$ cat src/rtl/country_vehicle_detector_if.sv
// Bus between the vehicle detector and the rest of the intersection.
//   loop_in   : raw inductive-loop sensor (asynchronous, may glitch)
//   country   : country light code from traffic_controller
//   x         : vehicle request back to traffic_controller
//   car_count : vehicles queued / being served
//   overflow  : sticky, an arrival was dropped at saturation
//   state     : detector FSM state (0 IDLE, 1 WAIT, 2 SERVE)
// slave = detector side, master = controller/sensor side.
interface country_vehicle_detector_if #(
  parameter int CNT_W = 4
);
  logic             loop_in;
  logic [2:0]       country;
  logic             x;
  logic [CNT_W-1:0] car_count;
  logic             overflow;
  logic [1:0]       state;

  modport slave  (input  loop_in, country, output x, car_count, overflow, state);
  modport master (output loop_in, country, input  x, car_count, overflow, state);
endinterface

$ cat src/rtl/country_vehicle_detector.sv
// Vehicle-detector front end for traffic_controller.
// Synchronises and debounces the loop sensor, counts each debounced arrival
// into a saturating queue counter, retires one vehicle per PASS_CYCLES clocks
// of country green, and raises x while any vehicle is waiting or being served.
// Ports:
//   clk   : system clock, rising edge
//   start : asynchronous active-low reset (0 clears everything, 1 runs)
//   bus   : slave side of country_vehicle_detector_if
module country_vehicle_detector #(
  parameter int         DB_CYCLES   = 4,
  parameter int         PASS_CYCLES = 3,
  parameter int         CNT_W       = 4,
  parameter logic [2:0] GREEN_CODE  = 3'b001
) (
  input logic                        clk,
  input logic                        start,
  country_vehicle_detector_if.slave  bus
);

  localparam int DW = $clog2(DB_CYCLES);
  localparam int PW = (PASS_CYCLES > 1) ? $clog2(PASS_CYCLES) : 1;
  localparam logic [DW-1:0]    DB_LAST   = DW'(DB_CYCLES - 1);
  localparam logic [PW-1:0]    PASS_LAST = PW'(PASS_CYCLES - 1);
  localparam logic [CNT_W-1:0] CNT_MAX   = '1;

  typedef enum logic [1:0] {IDLE = 2'd0, WAIT = 2'd1, SERVE = 2'd2} st_e;

  logic             s1, s2, db;
  logic [DW-1:0]    db_cnt;
  logic [PW-1:0]    pass_cnt;
  logic [CNT_W-1:0] car_count, cnt_nxt;
  logic             x_r, ovf_r, ovf_set;
  st_e              st, st_nxt;
  logic             green, busy, arrive, depart;

  assign green  = (bus.country == GREEN_CODE);
  assign busy   = (car_count != '0);
  // Arrival fires on the edge that flips db 0->1, not a cycle later.
  assign arrive = !db && s2 && (db_cnt == DB_LAST);
  assign depart = green && busy && (pass_cnt == PASS_LAST);

  // Two-flop synchroniser; nothing downstream looks at loop_in or s1.
  always_ff @(posedge clk or negedge start) begin
    if (!start) begin
      s1 <= 1'b0;
      s2 <= 1'b0;
    end else begin
      s1 <= bus.loop_in;
      s2 <= s1;
    end
  end

  // Debounce: db follows s2 only after DB_CYCLES consecutive differing samples.
  always_ff @(posedge clk or negedge start) begin
    if (!start) begin
      db     <= 1'b0;
      db_cnt <= '0;
    end else if (s2 == db) begin
      db_cnt <= '0;
    end else if (db_cnt == DB_LAST) begin
      db     <= s2;
      db_cnt <= '0;
    end else begin
      db_cnt <= db_cnt + 1'b1;
    end
  end

  // Green dwell timer; held at zero whenever there is nothing to retire.
  always_ff @(posedge clk or negedge start) begin
    if (!start)                           pass_cnt <= '0;
    else if (!green || !busy || depart)   pass_cnt <= '0;
    else                                  pass_cnt <= pass_cnt + 1'b1;
  end

  // Queue counter next value. A simultaneous arrival and departure cancel.
  always_comb begin
    cnt_nxt = car_count;
    ovf_set = 1'b0;
    if (arrive && !depart) begin
      if (car_count == CNT_MAX) ovf_set = 1'b1;
      else                      cnt_nxt = car_count + 1'b1;
    end else if (depart && !arrive) begin
      cnt_nxt = car_count - 1'b1;
    end
  end

  always_ff @(posedge clk or negedge start) begin
    if (!start) begin
      car_count <= '0;
      x_r       <= 1'b0;
      ovf_r     <= 1'b0;
    end else begin
      car_count <= cnt_nxt;
      x_r       <= (cnt_nxt != '0);
      ovf_r     <= ovf_r | ovf_set;
    end
  end

  // FSM: state register
  always_ff @(posedge clk or negedge start) begin
    if (!start) st <= IDLE;
    else        st <= st_nxt;
  end

  // FSM: next state, looks ahead at the counter so state and x move together.
  always_comb begin
    st_nxt = st;
    case (st)
      IDLE:    if (cnt_nxt != '0) st_nxt = green ? SERVE : WAIT;
      WAIT:    if (cnt_nxt == '0) st_nxt = IDLE;
               else if (green)    st_nxt = SERVE;
      SERVE:   if (cnt_nxt == '0) st_nxt = IDLE;
               else if (!green)   st_nxt = WAIT;
      default: st_nxt = IDLE;
    endcase
  end

  // FSM: outputs
  always_comb begin
    bus.state     = st;
    bus.x         = x_r;
    bus.car_count = car_count;
    bus.overflow  = ovf_r;
  end

endmodule

$ cat src/flat_wrapper.sv
// flat-port wrapper written by rule: the top's interface ports become plain ports
module country_vehicle_detector_flat 
#(
  parameter int         DB_CYCLES   = 4,
  parameter int         PASS_CYCLES = 3,
  parameter int         CNT_W       = 4,
  parameter logic [2:0] GREEN_CODE  = 3'b001
)
  (clk, start, bus_loop_in, bus_country, bus_x, bus_car_count, bus_overflow, bus_state);
  country_vehicle_detector_if #(.CNT_W(CNT_W)) bus_i ();
  input logic clk;
  input logic start;
  input wire logic [$bits(bus_i.loop_in)-1:0] bus_loop_in;
  input wire logic [$bits(bus_i.country)-1:0] bus_country;
  output wire logic [$bits(bus_i.x)-1:0] bus_x;
  output wire logic [$bits(bus_i.car_count)-1:0] bus_car_count;
  output wire logic [$bits(bus_i.overflow)-1:0] bus_overflow;
  output wire logic [$bits(bus_i.state)-1:0] bus_state;
  assign bus_i.loop_in = bus_loop_in;
  assign bus_i.country = bus_country;
  assign bus_x = bus_i.x;
  assign bus_car_count = bus_i.car_count;
  assign bus_overflow = bus_i.overflow;
  assign bus_state = bus_i.state;
  country_vehicle_detector #(.DB_CYCLES(DB_CYCLES), .PASS_CYCLES(PASS_CYCLES), .CNT_W(CNT_W), .GREEN_CODE(GREEN_CODE)) u_core (.clk(clk), .start(start), .bus(bus_i));
endmodule
$ cat config.mk
export PLATFORM = sky130hd
export DESIGN_NAME = country_vehicle_detector_flat
export DESIGN_NICKNAME = d
export VERILOG_FILES = /design/src/rtl/country_vehicle_detector_if.sv /design/src/rtl/country_vehicle_detector.sv /design/src/flat_wrapper.sv
export SDC_FILE = /design/constraint.sdc
export NUM_CORES = 1
export LEC_CHECK = 0
export CAP_MARGIN = 5
export CORE_ASPECT_RATIO = 1.5
export CORE_MARGIN = 4
export CORE_UTILIZATION = 30
export CTS_BUF_LIST = sky130_fd_sc_hd__clkbuf_8
export CTS_CLUSTER_SIZE = 24
export DETAILED_ROUTE_END_ITERATION = 7
export GPL_ROUTABILITY_DRIVEN = 0
export GPL_TIMING_DRIVEN = 0
export PLACE_DENSITY_LB_ADDON = 0.25
export SLEW_MARGIN = 20
export SYNTH_ARGS = -nofsm -noshare
export SYNTH_HDL_FRONTEND = slang
export SYNTH_SLANG_ARGS = --single-unit
$ cat constraint.sdc
create_clock -name clk -period 2.65 [get_ports clk]
set_clock_uncertainty 0.2 [all_clocks]
set_input_delay 0.3975 -clock clk [delete_from_list [all_inputs] [get_ports clk]]
set_output_delay 0.3975 -clock clk [all_outputs]
set_load 0.005 [all_outputs]
# == Yosys cells after proc, flatten, opt, wreduce, memory -nomap -nowiden ==
# Index checks and enable logic that the tools add are counted.
# totals
input_bits,6
out_inout_bits,8
ff_bits,15
# classes
muxes,15
bitwise_logic,2
n_eq_ne,10
add_sub_neg,4
reduce_logical,19
# ops
cell,count
$mux W2,9
$mux W4,3
$reduce_bool A4 Y1,2
$eq A2 B2 Y1 const B,3
$logic_and A1 B1 Y1,6
$pmux W2 S3,1
$logic_not A1 Y1,5
$add A2 B1 Y2 const B,2
$add A4 B1 Y4 const B,1
$eq A4 B4 Y1 const B,1
$logic_not A4 Y1,1
$sub A4 B1 Y4 const B,1
$eq A3 B1 Y1 const B,1
$ne A3 B1 Y1 const B,1
$ne A3 B3 Y1 const B,1
$reduce_and A3 Y1,1
$eq A2 B1 Y1 const B,1
$logic_not A2 Y1,1
$logic_or A1 B1 Y1,2
$mux W1,2
$ne A2 B1 Y1 const B,1
$reduce_and A2 Y1,1
$eq A1 B1 Y1,1
$not A1 Y1,1
$or A1 B1 Y1,1

# == Logic depth before layout (Yosys ltp) ==
# Gate-level depths: netlist of the first run.
# depth
ltp_word,10
mapped_depth,8
depth_no_buf,7

# == Least setup slack after synthesis of the first run ==
# Ideal clock, no wire load.
# synth_timing
path_kind,reg2reg
startpoint,reg u_core.car_count[0] (netlist: u_core.bus.car_count[0])
endpoint,reg u_core.x_r (netlist: u_core.bus.x)
path_stages_with_launch,8
path_buffers,0
required_time_ps,2314
setup_ps,136
t_arrival_ps,1886
path_slack_ps,428
path_cell_list,dfrtp_1 > inv_1 > ha_1 > or3b_4 > a211o_1 > a211oi_2 > o22a_4 > nand2_1
# synth_between
elab_chain_len,7
elab_cells_between_ends,13
cone_classes,add/sub: 2; eq/ne: 1; mux: 3; reduce/logical: 7
# synth_rtl
element,line_no,rtl
from (decl),country_vehicle_detector.sv:31,"logic [CNT_W-1:0] car_count, cnt_nxt;"
from (signal assigned),country_vehicle_detector.sv:93,car_count <= cnt_nxt;
branches (longest 5 deep; another with $sub A4 B1 Y4),--,
$mux W4 *,country_vehicle_detector.sv:79,if (arrive && !depart) begin
$reduce_bool A4 Y1 *,country_vehicle_detector.sv:94,x_r <= (cnt_nxt != '0);
to (signal assigned),country_vehicle_detector.sv:94,
to (decl),country_vehicle_detector.sv:32,"logic x_r, ovf_r, ovf_set;"
# Every way passes the cells marked *.
# A chain may end at the register's enable or synchronous reset.

# == Worst setup path in the final report of the first run ==
# layout_timing
startpoint,reg u_core.car_count[0] (netlist: u_core.bus.car_count[0])
endpoint,reg u_core.st[0] (netlist: u_core.bus.state[0])
# layout_between
elab_chain_len,9
elab_cells_between_ends,21
cone_classes,add/sub: 2; eq/ne: 4; mux: 6; reduce/logical: 9
# layout_rtl
element,line_no,rtl
branches (longest 5 deep; another with $sub A4 B1 Y4),--,
$mux W4 *,country_vehicle_detector.sv:79,
$logic_not A4 Y1 / $reduce_bool A4 Y1 (equally long branches),"country_vehicle_detector.sv:110, country_vehicle_detector.sv:112, country_vehicle_detector.sv:109",
$ne A3 B3 Y1 (no line) (tied with other cells),--,
$reduce_and A3 Y1 (no line) / $pmux W2 S3 (equally long branches),--,
to (signal assigned),country_vehicle_detector.sv:102,else st <= st_nxt;
to (decl),country_vehicle_detector.sv:33,"st_e st, st_nxt;"
# Marked as above.

==> metrics.log, run 1 <==
[metrics] instance count of the mapped netlist: 73
[metrics] clock sink count: 15
[metrics] run status: completed
[metrics] peak clock frequency supported by timing: 423 MHz
[metrics] final max-slew violation count: 0
[metrics] dpl ws: slightly below 0.08 ns
[metrics] die boundary height: 71.9 um
[metrics] worst-case clock buffer depth: 2
[metrics] ports placed on the boundary: 14
[metrics] RSZ-0062 raised after global routing: no
[metrics] Worst Setup End Kind: register
[metrics] classification of the worst-slack hold path: reg2reg
[metrics] post-layout minimum cycle time: about 2.4 ns
[metrics] number of endpoints failing setup at the final stage: 0
[metrics] family of cells with the greatest summed delay on the critical path: compound AO/OA/AOI/OAI gates
[metrics] proportion of synthesized chip area in sequential cells: roughly 46%
[metrics] number of detailed-routing iterations run before antenna repair: 4
[metrics] worst setup slack after layout: roughly 0.29 ns
[metrics] Avg Inst Size Synth: 11.2 um^2
[metrics] startpoint type of the worst setup path: register
[metrics] wire length of the first global-routing pass: 2.66 mm
[metrics] die area: 0.00364 mm^2
[metrics] ordered cell list for the critical path: inv_1 > ha_1 > or3b_4 > a211o_1 > a211oi_2 > o22a_4 > a21oi_2
[metrics] floorplan die width: 50.6 um
[metrics] number of global-route vias before repair: just over 600
[metrics] leakage power summed over all cells: 0.461 nW
[metrics] number of instances in the placed design: 122
[metrics] number of diodes added for antenna fixing: 0
[metrics] clock latency at the later pin of the worst-skew pair: 0.24 ns
[metrics] post-synth net total: 84
[metrics] critical path buffer and inverter count: 1
[metrics] area of all placed cells without fillers: 0.00104 mm^2
[metrics] total count of hold-check failures in the final report: 0
[metrics] power per standard cell area: ~800 mW/mm^2
[metrics] fraction of synthesis flops using an asynchronous set or reset pin: 100%
[metrics] Total Routing Usage GR: 9.70%
[metrics] post-route antenna net violation count: 0
[metrics] Slew Limit Headroom: a little under three fifths
[metrics] part of the power in the clock network: 21.2%
[metrics] antenna violations before repair: 0
[metrics] TritonCTS clock tree: done
[metrics] count of hold-fix buffers inserted at cts: 0
[metrics] count of fill cells added during filler insertion: about 270
[metrics] Mapped Area: 817 um^2
[metrics] Arrival @ worst endpoint: between 2 and 2.5 ns
[metrics] clock root cell: sky130_fd_sc_hd__clkbuf_8
[metrics] final hold slack: around 0.15 ns
[metrics] total number of vias: 616
[metrics] most used flip-flop cell after synthesis: sky130_fd_sc_hd__dfrtp_1
[metrics] data required time of the worst path: 2.57 ns
[metrics] Setup TNS Final: 0 ns
[metrics] Post-layout nets: 102
[metrics] share of final-layout standard cells stronger than drive strength 1: 18.9%
[metrics] actual transition at the worst max-transition pin: 0.658 ns
[metrics] Max FO, Critical Path: 4
[metrics] number of buffers added for setup after CTS: 0
[metrics] number of warnings issued by yosys: 0
[metrics] number of buffers created by CTS: 3
[metrics] maximum number of pins on one net before global-route repair: 16
[metrics] Sw Pwr: 277 uW
[metrics] detailed-placement wirelength estimate: 1.20 mm
[metrics] Period Utilization, post-route: 89.2%
[metrics] placement-stage cell area: about 990 um^2
[metrics] drt drc: 0
[metrics] post-synthesis register bit count: 15
[metrics] DRT Wirelength: between 1 and 1.5 mm
[metrics] area inside the core boundary: 0.00253 mm^2
[metrics] Starting Density: 32.3%
[metrics] placement row count: 22
[metrics] number of unique standard cell types used by synthesis: 35
[metrics] worst-path cell with the longest stage delay: sky130_fd_sc_hd__dfrtp_1
[metrics] total grt overflow: 0
[metrics] count of placed standard cells in the final layout, fillers left out: 126
[metrics] ratio of routed vias to standard cells: 4.89
[metrics] max-capacitance violation count: 0
[metrics] proportion of total power due to net switching: ~33%
[metrics] Port Buf Inserts: 13
[metrics] share of total power in combinational logic: between 30% and 40%
[metrics] number of gates resized after cts: 0
[metrics] Crit Path Class: reg2reg
[metrics] Post-synth EDFFs: 0
[metrics] area overhead of the layout relative to synthesis: 27.0%
[metrics] part of the total power dissipated in sequential elements: 39.7%
[metrics] clock transition at the registers of the reported paths: approximately 0.060 ns
[metrics] per-cell routed wire length: 11.8 um
[metrics] Crit path largest cell delay: 0.41 ns
[metrics] count of routing violations after the opening detailed-route iteration: 13
[metrics] total number of H-tree levels: 1
[metrics] cell-internal power: 557 uW
[metrics] largest voltage drop on the vdd net: 0.000408 V
path summary, 6_finish.rpt:
| kind | from | end | slack (ns) | depth (start not counted) |
|---|---|---|---|---|
| worst max-delay path | u_core.bus.car_count[0] | u_core.bus.state[0] | 0.29 | 7 |
| worst min-delay path | u_core.s1 | u_core.s2 | 0.15 | 0 |
| worst max register to register | u_core.bus.car_count[0] | u_core.bus.state[0] | 0.29 | 7 |
| worst min register to register | u_core.s1 | u_core.s2 | 0.15 | 0 |
| max in group asynchronous | start | u_core.db | 1.47 | 1 |
| min in group asynchronous | start | u_core.bus.car_count[1] | 0.36 | 1 |
kinds of logic after synthesis:
family / share of synthesized area (%)
and+or+nand+nor: 18.5
AOI/OAI and AO/OA: 22.4
DFF: 45.9
buffers and inverters: 4.14
adders and majority gates: 7.66
muxes: 1.38
area by class of cell:
class,instances,area [um^2],area share [%]
flip-flops and latches,15,375,36.2
inverters,7,26.3,2.53
clock inverters,1,3.75,0.362
repair buffers,13,130,12.5
clock buffers,3,41.3,3.98
multi-input cells,50,408,39.3
plain buffers,1,7.51,0.724
well taps,36,45.0,4.34
cell usage after synthesis (2+ instances only):
master | instances | area [um^2]
sky130_fd_sc_hd__dfrtp_1 | 15 | 375
sky130_fd_sc_hd__inv_1 | 7 | 26.3
sky130_fd_sc_hd__ha_1 | 5 | 62.6
sky130_fd_sc_hd__nand2_1 | 5 | 18.8
sky130_fd_sc_hd__nor2_1 | 5 | 18.8
sky130_fd_sc_hd__a21oi_1 | 3 | 15.0
sky130_fd_sc_hd__nor4_1 | 3 | 18.8
sky130_fd_sc_hd__a21o_1 | 2 | 15.0
sky130_fd_sc_hd__and3_2 | 2 | 15.0
state kept, by name, indices dropped and copies added (netlist names):
register	count
u_core.bus.overflow	1
u_core.bus.x	1
u_core.db	1
u_core.db_cnt	2
u_core.bus.car_count	4
u_core.s1	1
u_core.s2	1
u_core.pass_cnt	2
u_core.bus.state	2
power by group through the flow:
stage / registers [mW] / clock network (mW) / logic (mW)
final: 0.330 / 0.176 / 0.326
after CTS: 0.331 / 0.184 / 0.331
after global routing: 0.342 / 0.196 / 0.365
after global placement: 0.335 / 0 / 0.320
after detailed placement: 0.335 / 0 / 0.329
after floorplan: 0.327 / 0 / 0.211
per-layer routing:
metal	global-route usage, %	share of wire [%]	vias up
li1	-	-	306
met1	10.4	44	295
met2	16.0	49	10
met3	2.05	3.4	5
met4	8.08	3.7	0
met5	0	0	-
per-stage QoR:
stage                     util [%]  total power [mW]
after floorplan                  -             0.538
after global placement        39.2             0.655
after detailed placement      39.2             0.665
after CTS                     41.0             0.846
after global routing          41.0             0.904
final                         41.0             0.833
layout by cell type, fill, tap and decap left out, drive strengths merged, types with 2 or more instances in the layout:
cell / netlist / final
dfrtp: 15 / 15
clkdlybuf4s50: 0 / 13
inv: 7 / 8
nand2: 5 / 5
nor2: 5 / 5
ha: 5 / 5
a21oi: 4 / 4
and3: 4 / 4
nor4: 3 / 3
clkbuf: 0 / 3
a21o: 2 / 2
a211oi: 2 / 2
a2111oi: 2 / 2
or3b: 2 / 2
Note: power is estimated with default switching activity, not from simulation.
==> inputs of run 2 (changes only) <==
--- a/config.mk
+++ b/config.mk
@@ -5,7 +5,10 @@
 export SDC_FILE = /design/constraint.sdc
 export NUM_CORES = 1
 export LEC_CHECK = 0
+export ABC_CLOCK_PERIOD_IN_PS = 2650
 export CAP_MARGIN = 5
+export CELL_PAD_IN_SITES_DETAIL_PLACEMENT = 1
+export CELL_PAD_IN_SITES_GLOBAL_PLACEMENT = 1
 export CORE_ASPECT_RATIO = 1.5
 export CORE_MARGIN = 4
 export CORE_UTILIZATION = 30
==> metrics.log, run 2 (same netlist as run 1, synthesis figures left out) <==
[metrics] run status: completed
[metrics] dpl ws: 0.103 ns
[metrics] number of buffers added for setup after CTS: 0
[metrics] total count of hold-check failures in the final report: 0
[metrics] ratio of routed vias to standard cells: 4.96
[metrics] ordered cell list for the critical path: inv_1 > ha_1 > or3b_4 > a211o_1 > a211oi_2 > o22a_4 > a21oi_2
[metrics] number of global-route vias before repair: 690
[metrics] total grt overflow: 0
[metrics] Slew Limit Headroom: 53.6%
[metrics] Crit path largest cell delay: 0.41 ns
[metrics] largest voltage drop on the vdd net: 0.000303 V
[metrics] worst-case clock buffer depth: 2
[metrics] leading cell type in the layout, fill and taps excluded: sky130_fd_sc_hd__dfrtp_1
[metrics] Post-layout nets: 102
[metrics] die boundary height: just over 70 um
[metrics] detailed-placement wirelength estimate: 1.35 mm
[metrics] actual transition at the worst max-transition pin: about 0.7 ns
[metrics] die area: 0.00364 mm^2
[metrics] DRT Wirelength: 1.71 mm
[metrics] drt drc: 0
[metrics] count of hold-fix buffers inserted at cts: 0
[metrics] ports placed on the boundary: 14
[metrics] post-layout utilization of the core: 41.0%
[metrics] peak clock frequency supported by timing: between 400 and 500 MHz
[metrics] data required time of the worst path: around 2.6 ns
[metrics] number of diodes added for antenna fixing: 0
[metrics] clock root cell: sky130_fd_sc_hd__clkbuf_8
[metrics] count of fill cells added during filler insertion: 301
[metrics] post-route antenna net violation count: 0
[metrics] final hold slack: ~0.17 ns
[metrics] clock latency at the later pin of the worst-skew pair: 0.24 ns
[metrics] startpoint type of the worst setup path: register
[metrics] count of placed standard cells in the final layout, fillers left out: between 100 and 150
[metrics] Port Buf Inserts: 13
[metrics] Arrival @ worst endpoint: 2.33 ns
[metrics] TritonCTS clock tree: done
[metrics] overall power: 844 uW
[metrics] total number of vias: between 600 and 700
[metrics] placement-stage cell area: approximately 990 um^2
[metrics] highest-count cells in the layout ignoring fill and taps: sky130_fd_sc_hd__dfrtp_1, sky130_fd_sc_hd__clkdlybuf4s50_1, sky130_fd_sc_hd__inv_1
[metrics] share of final-layout standard cells stronger than drive strength 1: approximately a fifth
[metrics] number of endpoints failing setup at the final stage: 0
[metrics] number of buffers created by CTS: 3
[metrics] Worst Setup End Kind: register
[metrics] number of detailed-routing iterations run before antenna repair: 2
[metrics] post-layout minimum cycle time: 2.41 ns
[metrics] total number of H-tree levels: 1
[metrics] max-capacitance violation count: 0
[metrics] Period Utilization, post-route: 91.0%
[metrics] count of routing violations after the opening detailed-route iteration: 7
[metrics] worst-path cell with the longest stage delay: sky130_fd_sc_hd__dfrtp_1
[metrics] area of all placed cells without fillers: about 0.0010 mm^2
[metrics] floorplan die width: 50.6 um
[metrics] worst setup slack after layout: 0.239 ns
[metrics] register with the most flip-flops: u_core.bus.car_count
[metrics] Starting Density: 32.3%
[metrics] Setup TNS Final: 0 ns
[metrics] per-cell routed wire length: 13.6 um
[metrics] clock sink count: 15
[metrics] Crit Path Class: reg2reg
[metrics] wire length of the first global-routing pass: around 3 mm
[metrics] leakage power summed over all cells: between 0.4 and 0.5 nW
[metrics] flip-flop count of the largest register after layout: 4
[metrics] placement row count: 22
[metrics] final max-slew violation count: 0
[metrics] maximum number of pins on one net before global-route repair: 16
[metrics] area inside the core boundary: ~0.0025 mm^2
[metrics] antenna violations before repair: 0
[metrics] classification of the worst-slack hold path: reg2reg
[metrics] Max FO, Critical Path: 4
[metrics] Total Routing Usage GR: 10.8%
[metrics] clock transition at the registers of the reported paths: approximately 0.060 ns
[metrics] RSZ-0062 raised after global routing: no
[metrics] power per standard cell area: 813 mW/mm^2
[metrics] area overhead of the layout relative to synthesis: 27.1%
[metrics] number of instances in the placed design: 122
[metrics] number of gates resized after cts: 0
[run 2: metal layers]
layer	GRT usage, %	share of wire, %	wire (um)
met1	11.5	40	694
met2	19.9	56	953
met3	1.85	3.0	51
met4	5.39	0.82	14
met5	0	0	0
[run 2: power breakdown]
part / internal [mW] / switching (mW) / leakage, nW
Sequential: 0.283 / 0.0503 / 0.175
Clock: 0.104 / 0.0774 / 0.0255
Combinational: 0.171 / 0.158 / 0.259
Total: 0.558 / 0.286 / 0.460
[run 2: final timing paths]
path / from / to / slack (ns) / cells past startpoint
min in group asynchronous: start / u_core.bus.overflow / 0.37 / 1
max in group asynchronous: start / u_core.bus.car_count[3] / 1.44 / 1
worst max-delay path: u_core.bus.car_count[0] / u_core.bus.state[0] / 0.24 / 7
worst max register to register: u_core.bus.car_count[0] / u_core.bus.state[0] / 0.24 / 7
worst min-delay path: u_core.s1 / u_core.s2 / 0.17 / 0
worst min register to register: u_core.s1 / u_core.s2 / 0.17 / 0
[run 2: critical path: cells and delay by family, from the launching register on]
family	cells	cell delay (ns)
buf+inv	1	0.13
flops	1	0.41
simple gates	1	0.40
compound gates	4	0.91
fa+ha+maj	1	0.23
[run 2: area by class of cell]
class	count	area, um^2	area share (%)
clock buffer	3	41.3	3.98
tap	36	45.0	4.34
clock inverter	1	5.00	0.482
buffer	1	7.51	0.723
inverter	7	26.3	2.53
multi-input combinational	50	408	39.3
timing repair buffer	13	130	12.5
sequential	15	375	36.1
==> inputs of run 3 (changes only) <==
--- a/config.mk
+++ b/config.mk
@@ -17,6 +17,7 @@
 export DETAILED_ROUTE_END_ITERATION = 7
 export GPL_ROUTABILITY_DRIVEN = 0
 export GPL_TIMING_DRIVEN = 0
+export MAX_ROUTING_LAYER = met4
 export PLACE_DENSITY_LB_ADDON = 0.25
 export SLEW_MARGIN = 20
 export SYNTH_ARGS = -nofsm -noshare
==> metrics.log, run 3 (same netlist as run 1, synthesis figures left out) <==
[metrics] ports placed on the boundary: 14
[metrics] count of placed standard cells in the final layout, fillers left out: 126
[metrics] worst reg2reg endpoint: u_core.bus.state[0]
[metrics] R2R Path Start: u_core.bus.car_count[0]
[metrics] number of endpoints failing setup at the final stage: 0
[metrics] Hold Startpoint: u_core.s1
[metrics] die boundary height: ~72 um
[metrics] overall power: 844 uW
[metrics] number of buffers added for setup after CTS: 0
[metrics] Setup TNS Final: 0 ns
[metrics] Sw Pwr: 286 uW
[metrics] GR Util met2: 19.9%
[metrics] number of instances in the placed design: 122
[metrics] peak clock frequency supported by timing: 415 MHz
[metrics] highest-count cells in the layout ignoring fill and taps: sky130_fd_sc_hd__dfrtp_1, sky130_fd_sc_hd__clkdlybuf4s50_1, sky130_fd_sc_hd__inv_1
[metrics] final hold slack: 0.171 ns
[metrics] Crit Path Class: reg2reg
[metrics] Slew Limit Headroom: 53.6%
[metrics] data required time of the worst path: 2.57 ns
[metrics] per-cell routed wire length: 13.6 um
[metrics] actual transition at the worst max-transition pin: 0.694 ns
[metrics] part of the power in the clock network: 21.5%
[metrics] max-capacitance violation count: 0
[metrics] share of total power in combinational logic: 39.1%
[metrics] leakage power summed over all cells: 0.460 nW
[metrics] Register-to-Register Setup Slack: 0.24 ns
[metrics] TritonCTS clock tree: done
[metrics] drt drc: 0
[metrics] total count of hold-check failures in the final report: 0
[metrics] wire length of the first global-routing pass: about 3.0 mm
[metrics] Starting Density: 32.3%
[metrics] area overhead of the layout relative to synthesis: 27.1%
[metrics] startpoint type of the worst setup path: register
[metrics] worst-case clock buffer depth: 2
[metrics] part of the total power dissipated in sequential elements: 39.5%
[metrics] Period Utilization, post-route: 91.0%
[metrics] clock sink count: 15
[metrics] floorplan die width: 50.6 um
[metrics] largest voltage drop on the vdd net: 0.000303 V
[metrics] leading cell type in the layout, fill and taps excluded: sky130_fd_sc_hd__dfrtp_1
[metrics] Port Buf Inserts: 13
[metrics] cell-internal power: 558 uW
[metrics] classification of the worst-slack hold path: reg2reg
[metrics] R2R cell count: 7
[metrics] Most Used Layer, Global Route: met2
[metrics] RSZ-0062 raised after global routing: no
[metrics] number of global-route vias before repair: 690
[metrics] met3 Usage GRT: between 1.5 and 2%
[metrics] number of gates resized after cts: 0
[metrics] number of buffers created by CTS: 3
[metrics] Worst Setup End Kind: register
[metrics] post-layout minimum cycle time: 2.41 ns
[metrics] clock latency at the later pin of the worst-skew pair: between 0.2 and 0.25 ns
[metrics] maximum number of pins on one net before global-route repair: 16
[metrics] number of stages on the worst hold path: 0
[metrics] register with the most flip-flops: u_core.bus.car_count
[metrics] power per standard cell area: 813 mW/mm^2
[metrics] clock transition at the registers of the reported paths: roughly 0.06 ns
[metrics] count of hold-fix buffers inserted at cts: 0
[metrics] met1 routing resource usage after global routing: 11.5%
[metrics] total grt overflow: 0
[metrics] number of diodes added for antenna fixing: 0
[metrics] final max-slew violation count: 0
[metrics] ratio of routed vias to standard cells: 4.96
[metrics] end point of the most critical hold path: u_core.s2
[metrics] die area: 0.00364 mm^2
[metrics] detailed-placement wirelength estimate: about 1.4 mm
[metrics] area inside the core boundary: 0.00253 mm^2
[metrics] flip-flop count of the largest register after layout: 4
[metrics] placement row count: 22
[metrics] Total Routing Usage GR: between 10% and 20%
[metrics] proportion of total power due to net switching: 33.9%
[metrics] number of detailed-routing iterations run before antenna repair: 2
[metrics] share of final-layout standard cells stronger than drive strength 1: 20.0%
[metrics] DRT Wirelength: 1.71 mm
[metrics] clock root cell: sky130_fd_sc_hd__clkbuf_8
[metrics] count of routing violations after the opening detailed-route iteration: 26
[metrics] Post-layout nets: a little over 100
[metrics] total number of H-tree levels: 1
[metrics] run status: completed
[metrics] antenna violations before repair: 0
[metrics] total number of vias: 625
[metrics] count of fill cells added during filler insertion: 301
[metrics] Max FO, Critical Path: 4
[metrics] post-route antenna net violation count: 0
[metrics] Arrival @ worst endpoint: 2.33 ns
## run 3: routing by layer
layer / part of all wire, % / up-vias
met5: 0 / -
met4: 0.82 / 0
met3: 3.0 / 2
met2: 56 / 10
met1: 40 / 307
li1: - / 306
## run 3: metrics by stage
stage / area [um^2] / setup slack (ns) / util, %
5_1_grt: 1040 / 0.0367 / 41.0
3_3_place_gp: 992 / 0.114 / 39.2
6_report: 1040 / 0.239 / 41.0
3_5_place_dp: 992 / 0.103 / 39.2
4_1_cts: 1040 / 0.175 / 41.0
2_1_floorplan: 817 / 0.428 / -
## run 3: cell type report
cell class                      count  area, um^2  share of cell area (%)
Multi-Input combinational cell     50         408                    39.3
Sequential cell                    15         375                    36.1
Timing Repair Buffer               13         130                    12.5
Tap cell                           36        45.0                    4.34
Clock buffer                        3        41.3                    3.98
Inverter                            7        26.3                    2.53
Buffer                              1        7.51                   0.723
Clock inverter                      1        5.00                   0.482
## run 3: power by group through the flow
stage	combinational (mW)	clock, mW	sequential (mW)
2_1_floorplan	0.211	0	0.327
3_3_place_gp	0.327	0	0.334
3_5_place_dp	0.334	0	0.338
4_1_cts	0.338	0.191	0.335
5_1_grt	0.367	0.203	0.343
6_report	0.330	0.181	0.333
## run 3: critical path: stages, from the launching register on
cell and delay, ns:
sky130_fd_sc_hd__dfrtp_1 0.41, sky130_fd_sc_hd__inv_1 0.13, sky130_fd_sc_hd__ha_1 0.23, sky130_fd_sc_hd__or3b_4 0.40, sky130_fd_sc_hd__a211o_1 0.36, sky130_fd_sc_hd__a211oi_2 0.29, sky130_fd_sc_hd__o22a_4 0.20, sky130_fd_sc_hd__a21oi_2 0.06
## run 3: worst max path at each step
stage	start	end	slack, ns	depth (start not counted)
2_1_floorplan	u_core.bus.car_count[0]	u_core.bus.x	0.43	7
3_3_place_gp	bus_country[2]	u_core.bus.x	0.11	7
3_5_place_dp	bus_country[2]	u_core.bus.x	0.10	7
4_1_cts	u_core.db_cnt[0]	u_core.bus.state[0]	0.18	5
5_1_grt	u_core.db_cnt[0]	u_core.bus.state[0]	0.04	5
6_report	u_core.bus.car_count[0]	u_core.bus.state[0]	0.24	7
